## src/rtl/demux_pkg.sv

```systemverilog
// Shared constants and FSM state type for the 1-to-4 stream demultiplexer.
package demux_pkg;

  localparam int NUM_CH = 4;
  localparam int SEL_W  = 2;

  typedef enum logic {
    IDLE = 1'b0,
    BUSY = 1'b1
  } state_t;

endpackage

```

## src/rtl/demux_out_slot.sv

```systemverilog
// One-entry registered holding slot for a single output channel.
module demux_out_slot #(
  parameter int WIDTH = 8
) (
  input  logic             clk,
  input  logic             rst_n,
  input  logic             load,
  input  logic [WIDTH-1:0] d,
  input  logic             d_last,
  input  logic             ready_in,
  output logic             valid,
  output logic [WIDTH-1:0] q,
  output logic             q_last,
  output logic             can_load
);

  // A full slot may accept a new beat only when it is draining this cycle.
  assign can_load = !valid || ready_in;

  always_ff @(posedge clk or negedge rst_n) begin
    if (!rst_n) begin
      valid  <= 1'b0;
      q      <= '0;
      q_last <= 1'b0;
    end else if (load) begin
      valid  <= 1'b1;
      q      <= d;
      q_last <= d_last;
    end else if (valid && ready_in) begin
      valid  <= 1'b0;
    end
  end

endmodule

```

## src/rtl/demux_1in_4out_stream.sv

```systemverilog
// Routes packets from one valid/ready stream to one of four channels; the
// select is captured on the first beat and held until the last beat.
module demux_1in_4out_stream
  import demux_pkg::*;
#(
  parameter int WIDTH = 8
) (
  input  logic                  clk,
  input  logic                  rst_n,
  input  logic [WIDTH-1:0]      in_data,
  input  logic                  in_valid,
  input  logic                  in_last,
  input  logic [SEL_W-1:0]      in_sel,
  output logic                  in_ready,
  output logic [NUM_CH*WIDTH-1:0] out_data,
  output logic [NUM_CH-1:0]     out_valid,
  output logic [NUM_CH-1:0]     out_last,
  input  logic [NUM_CH-1:0]     out_ready,
  output logic                  sel_err
);

  state_t           state_reg, state_next;
  logic [SEL_W-1:0] cur_sel_reg, cur_sel_next;
  logic             sel_err_reg, sel_err_next;
  logic [SEL_W-1:0] target;
  logic [NUM_CH-1:0] can_load;
  logic [NUM_CH-1:0] load;
  logic             transfer;

  // in_ready depends on in_sel/out_ready but deliberately never on in_valid.
  assign target   = (state_reg == IDLE) ? in_sel : cur_sel_reg;
  assign in_ready = rst_n && can_load[target];
  assign transfer = in_valid && in_ready;
  assign sel_err  = sel_err_reg;

  always_comb begin
    state_next   = state_reg;
    cur_sel_next = cur_sel_reg;
    sel_err_next = 1'b0;
    case (state_reg)
      IDLE: begin
        if (transfer && !in_last) begin
          state_next   = BUSY;
          cur_sel_next = in_sel;
        end
      end
      BUSY: begin
        sel_err_next = in_valid && (in_sel != cur_sel_reg);
        if (transfer && in_last) begin
          state_next = IDLE;
        end
      end
      default: state_next = IDLE;
    endcase
  end

  always_ff @(posedge clk or negedge rst_n) begin
    if (!rst_n) begin
      state_reg   <= IDLE;
      cur_sel_reg <= '0;
      sel_err_reg <= 1'b0;
    end else begin
      state_reg   <= state_next;
      cur_sel_reg <= cur_sel_next;
      sel_err_reg <= sel_err_next;
    end
  end

  generate
    for (genvar gi = 0; gi < NUM_CH; gi++) begin : g_slot
      assign load[gi] = transfer && (target == SEL_W'(gi));

      demux_out_slot #(
        .WIDTH(WIDTH)
      ) u_slot (
        .clk      (clk),
        .rst_n    (rst_n),
        .load     (load[gi]),
        .d        (in_data),
        .d_last   (in_last),
        .ready_in (out_ready[gi]),
        .valid    (out_valid[gi]),
        .q        (out_data[gi*WIDTH +: WIDTH]),
        .q_last   (out_last[gi]),
        .can_load (can_load[gi])
      );
    end
  endgenerate

endmodule

```

## config.mk

```make
export PLATFORM = sky130hd
export DESIGN_NAME = demux_1in_4out_stream
export DESIGN_NICKNAME = d
export VERILOG_FILES = /design/src/rtl/demux_pkg.sv /design/src/rtl/demux_out_slot.sv /design/src/rtl/demux_1in_4out_stream.sv
export SDC_FILE = /design/constraint.sdc
export NUM_CORES = 1
export LEC_CHECK = 0
export CAP_MARGIN = 30
export CORE_MARGIN = 1
export CORE_UTILIZATION = 49
export CTS_CLUSTER_SIZE = 14
export DETAILED_ROUTE_END_ITERATION = 10
export GPL_ROUTABILITY_DRIVEN = 0
export PLACE_DENSITY = 0.87
export RECOVER_POWER = 50
export SLEW_MARGIN = 20
export SYNTH_ARGS = -nofsm -noshare
export SYNTH_HDL_FRONTEND = slang
export SYNTH_SLANG_ARGS = --single-unit
```

## constraint.sdc

```tcl
create_clock -name clk -period 5.5 [get_ports clk]
set_input_delay 1.65 -clock clk [delete_from_list [all_inputs] [get_ports clk]]
set_output_delay 1.65 -clock clk [all_outputs]
set_load 0.01 [all_outputs]
```

==> results.cfg, run 1 <==
[routing]
drc = 0
antenna_left = 0
drt-initial-drc-count = 53
vias_per_cell = 5.32
wl_per_cell_um = 16.6
drt_pass1_iterations = 4
vias = 1255
wl_mm = 3.92

[synth]
synth_compound_gate_area_share_pct = 3.39
muxShareOfSynthArea_pct = 24.6
yosys_warnings = 0
synth_most_common_cell = dfrtp_1
yosys.area_share.simple_pct = 9.26
synth_top_cell_area_share_pct = 57.4
synth_async_sr_flop_share_pct = 100
synth_top_family_by_area = multiplexers
synth_common_cells = dfrtp_1, mux2_2, mux2_4
synthXorXnorAreaFrac_pct = 0.913
synth_fa_ha_area_share_pct = 0
synth-edff-count = 0
netlist_area_mm2 = 0.00192
seq_area_frac_synth_pct = 57.4
synth_area_per_cell_um2 = 14.8
netlist_top_cells_area = dfrtp_1, mux2_2, mux2_4, buf_4, o2111ai_4
ys.flop_type = dfrtp_1
syn_nets = 148
synth_top_area_cell = dfrtp_1
synth.distinct_cells = 29
ys_seq_elements = 44
synth_cells = 130

[floorplanning]
core-area_mm2 = 0.00372
num_rows = 22
pin_count = 60
die_area_mm2 = 0.00417
fp.dieH_um = 64.6
dieWidth_um = 64.6
initial_utilization_pct = 51.6

[timing]
finalSetupViolCount = 0
tightest_slew_ns = 0.577
rsz0062_at_grt = false
fmax_mhz = 190
hold_violations = 0
holdWs_ns = 0.504
setup_tns_ns = 0
worst_slack_ns = 0.228
slew_violations = 0
skew_ns = 0.0104
relSlewSlack_pct = 61.5
period_needed_ns = 5.27
post-route-period-util_pct = 95.9

[clock_network]
numCtsBuffers = 5
cts_tree = built
cts_hold_buf = 0
cts_root_buffer = clkbuf_8
htreeDepth = 2
post_cts_buffers = 0
clk_latency_ns = 0.30
clkTransAtPathRegs_ns = 0.07
clockBufferDepth = 2
cts.sinks = 44
cts_resized = 0

[place]
port_buffers = 59
dp.cells = 229
dp_hpwl_mm = 2.88
pre_cts_ws_ns = 0.317

[power_and_ir_drop]
vdd_drop_max_mv = 0.308
powerDensity_mw_per_mm2 = 517
leakage_nw = 1.14

[setup_path]
worst_setup_path_end_kind = output port
cp_max_fo = 6
worst-path-buf-inv = 2
slowest_delay_ns = 0.68
slowest_stage = dlygate4sd3_1
start_kind = input port
crit_arrival_ns = 3.62
cp.required_ns = 3.85
critPathKind = input port to output port
crit_family = buffers and inverters
crit_chain = dlygate4sd3_1, nor3_1, o21ai_0, o2111a_2, and2_1, clkdlybuf4s50_1

[finish]
syn_to_final_growth_pct = 35.1
fin_cells = 236
fin_util_pct = 69.8
antenna_cells = 0
final_nets = 206
reg.largest.list = g_slot.u_slot.q x32, g_slot.u_slot.q_last x4, g_slot.u_slot.valid x4
largest_register_ffs = 32
n_fill_cell = 278
drive_above_1_share_pct = 28.7
top_register = g_slot.u_slot.q

[job]
maxCapViolations = 0

[global_route]
grt_pass1_wl_mm = 6.49
antenna_found_initial = 0
grt.total_usage_pct = 21.3
first_global_vias = 1401
grt_overflow = 0
grt_max_degree = 48

[hold_path]
min_path_type = register to register

[status]
outcome = completed
-- where the power goes --
part	total [mW]	leakage (nW)	internal (mW)	switching (mW)
Clock	0.212	0.0503	0.112	0.101
Sequential	0.555	0.535	0.470	0.0856
Combinational	0.573	0.550	0.365	0.208
-- placed cells by master (no fill, tap or decap), types with 2 or more instances in the layout --
master and count:
buf_4 2, clkbuf_8 7, dfrtp_1 44, nor3b_1 2, and3b_1 2, or2_2 2
o21ai_1 2, xnor2_1 2, mux2_2 28, nand2b_1 2, clkdlybuf4s50_1 37, mux2_4 9
nor2b_1 3, nor3_1 2, nor3b_2 2, nand2_1 4, nor2_1 3, dlygate4sd3_1 21
-- worst reg2reg max path, stage by stage (launching register included) --
cell and delay [ns]:
dfrtp_1 0.49, nor3b_1 0.20, o21ai_0 0.21, o2111a_2 0.32
nor3b_2 0.18, buf_4 0.26, mux2_4 0.32
-- stage by stage --
stage,power (mW),area [um2]
floorplan,0.840,1920
global placement,1.14,2500
detailed placement,1.17,2500
CTS,1.38,2590
global route,1.42,2590
finish,1.34,2590
-- cells by family after synthesis --
family                 Yosys count
flip-flops                      44
multiplexers                    39
AND/OR/NAND/NOR                 27
buffers and inverters           11
AO/OA/AOI/OAI                    7
XOR/XNOR                         2
-- final timing paths --
| kind | slack [ns] | cells past startpoint | end | startpoint |
|---|---|---|---|---|
| worst max-delay path | 0.23 | 6 | in_ready | in_sel[0] |
| worst min-delay path | 0.50 | 1 | g_slot[3].u_slot.q[3]$_DFFE_PN0P_ | g_slot[3].u_slot.q[3]$_DFFE_PN0P_ |
| worst max register to register | 3.40 | 6 | g_slot[0].u_slot.q[4]$_DFFE_PN0P_ | register |
| worst min register to register | 0.50 | 1 | g_slot[3].u_slot.q[3]$_DFFE_PN0P_ | g_slot[3].u_slot.q[3]$_DFFE_PN0P_ |
| max in group asynchronous | 3.63 | 2 | g_slot[1].u_slot.q[7]$_DFFE_PN0P_ | rst_n |
| min in group asynchronous | 1.47 | 2 | g_slot[2].u_slot.valid$_DFFE_PN0P_ | rst_n |
-- layout make-up --
type,count,area (um2),share of cell area [%]
Sequential cell,44,1100,42.5
Multi-Input combinational cell,75,732,28.2
Timing Repair Buffer,61,599,23.1
Clock buffer,7,96.3,3.72
Tap cell,48,60.1,2.32
Inverter,1,3.75,0.145
-- metal layers --
metal  vias up  share of wire, %  global-route usage [%]
li1        560                 -                       -
met1       627                40                    24.1
met2        56                50                    35.7
met3        12               7.8                    8.10
met4         0               2.3                    9.17
met5         -                 0                       0
No activity file was read; power rests on OpenSTA's default activity.
==> run 2, diff against run 1 <==
--- a/config.mk
+++ b/config.mk
@@ -6,7 +6,7 @@
 export NUM_CORES = 1
 export LEC_CHECK = 0
 export CAP_MARGIN = 30
-export CORE_MARGIN = 1
+export CORE_MARGIN = 2
 export CORE_UTILIZATION = 49
 export CTS_CLUSTER_SIZE = 14
 export DETAILED_ROUTE_END_ITERATION = 10
==> results.cfg, run 2 (synthesis gave the netlist of run 1 again) <==
[clock_network]
cts.sinks = 44
post_cts_buffers = 0
clkTransAtPathRegs_ns = 0.07
clockBufferDepth = 2
cts_root_buffer = clkbuf_8
htreeDepth = 2
clk_latency_ns = 0.29
numCtsBuffers = 5
cts_resized = 0
cts_tree = built
cts_hold_buf = 0

[setup_path]
startpoint = in_sel[0]
crit_chain = dlygate4sd3_1, nor3_1, o21ai_0, o2111a_2, and2_1, clkdlybuf4s50_1
cp.required_ns = 3.85
worst_setup_path_end_kind = output port
slowest_delay_ns = 0.67
start_kind = input port
crit_arrival_ns = 3.59
r2r_slack_ns = 3.35
rr_worst_depth = 6
timing.rr.end = g_slot[0].u_slot.q[4]$_DFFE_PN0P_
cp_max_fo = 6
slowest_stage = dlygate4sd3_1
critPathKind = input port to output port

[routing]
drc = 0
vias_per_cell = 5.18
drt_pass1_iterations = 4
drt-initial-drc-count = 87
wl_per_cell_um = 17.3
wl_mm = 4.09
vias = 1228
antenna_left = 0

[finish]
n_fill_cell = 271
final_common_cell = dfrtp_1
top_register = g_slot.u_slot.q
final_nets = 206
syn_to_final_growth_pct = 34.8
reg.largest.list = g_slot.u_slot.q x32, g_slot.u_slot.q_last x4, g_slot.u_slot.valid x4
layout_common_cells = dfrtp_1, clkdlybuf4s50_1, mux2_2, dlygate4sd3_1, mux2_4
drive_above_1_share_pct = 28.6
multi_input_area_um2 = 732
antenna_cells = 0
largest_register_ffs = 32
regArea_mm2 = 0.00110

[global_route]
grt_max_degree = 48
first_global_vias = 1471
grt_pass1_wl_mm = 6.96
antenna_found_initial = 0
grt_overflow = 0
grt.total_usage_pct = 21.2

[floorplanning]
num_rows = 22
fp.dieH_um = 66.6
dieWidth_um = 66.6
die_area_mm2 = 0.00443
pin_count = 60
initial_utilization_pct = 51.6
core-area_mm2 = 0.00372

[hold_path]
min_path_type = register to register
min_delay_path_depth = 1
hold_end = g_slot[2].u_slot.q_last$_DFFE_PN0P_
hold_path_startpoint = g_slot[2].u_slot.q_last$_DFFE_PN0P_

[timing]
setup_tns_ns = 0
hold_violations = 0
period_needed_ns = 5.24
rsz0062_at_grt = false
finalSetupViolCount = 0
skew_ns = 0.00458
relSlewSlack_pct = 61.1
slew_violations = 0
tightest_slew_ns = 0.584
post-route-period-util_pct = 95.2
fmax_mhz = 191

[job]
maxCapViolations = 0

[power_and_ir_drop]
p_comb_share_pct = 43.1
clkPwrFrac_pct = 15.0
p_sw_share_pct = 29.8
vdd_drop_max_mv = 0.383
p_sw_mw = 0.398
p_total_mw = 1.33
p_seq_share_pct = 41.8
leakage_nw = 1.13
powerDensity_mw_per_mm2 = 515
p_int_mw = 0.935

[place]
dp_hpwl_mm = 2.93
port_buffers = 59

[status]
outcome = completed
-- run 2: layout make-up --
type,count,share of cell area [%]
Clock buffer,8,3.48
Inverter,1,0.145
Multi-Input combinational cell,75,28.3
Sequential cell,44,42.6
Tap cell,48,2.32
Timing Repair Buffer,61,23.2
-- run 2: worst max-delay path by stage --
stage,end,depth (start not counted)
after floorplan,in_ready,4
after global placement,in_ready,6
after detailed placement,in_ready,6
after CTS,in_ready,6
after global routing,in_ready,6
final,in_ready,6
-- run 2: routing by layer --
layer / up-vias / track usage, % / part of all wire [%]
li1: 564 / - / -
met4: 0 / 5.10 / 0.93
met1: 612 / 24.3 / 41
met5: - / 0 / 0
met3: 4 / 7.94 / 7.3
met2: 48 / 37.4 / 51
-- run 2: per-stage QoR --
stage	worst slack, ns	util (%)	hold WS, ns	instance area (um2)	std cells
after CTS	0.327	69.6	0.499	2590	237
after floorplan	1.48	-	0.465	1920	130
final	0.264	69.6	0.486	2590	237
after global placement	0.427	67.2	0.476	2500	229
after global routing	0.164	69.6	0.515	2590	237
after detailed placement	0.329	67.2	0.481	2500	229
-- run 2: critical path, delay by kind of cell --
kind	cells	cell delay, ns
AND/OR/NAND/NOR	2	0.25
buffers and inverters	2	1.19
AO/OA/AOI/OAI	2	0.49
-- run 2: power groups by stage --
| stage | Combinational (mW) | Sequential, mW | Clock [mW] |
|---|---|---|---|
| 3_3_place_gp | 0.589 | 0.553 | 0 |
| 2_1_floorplan | 0.236 | 0.603 | 0 |
| 6_report | 0.575 | 0.558 | 0.200 |
| 4_1_cts | 0.609 | 0.563 | 0.210 |
| 3_5_place_dp | 0.604 | 0.565 | 0 |
| 5_1_grt | 0.613 | 0.579 | 0.223 |
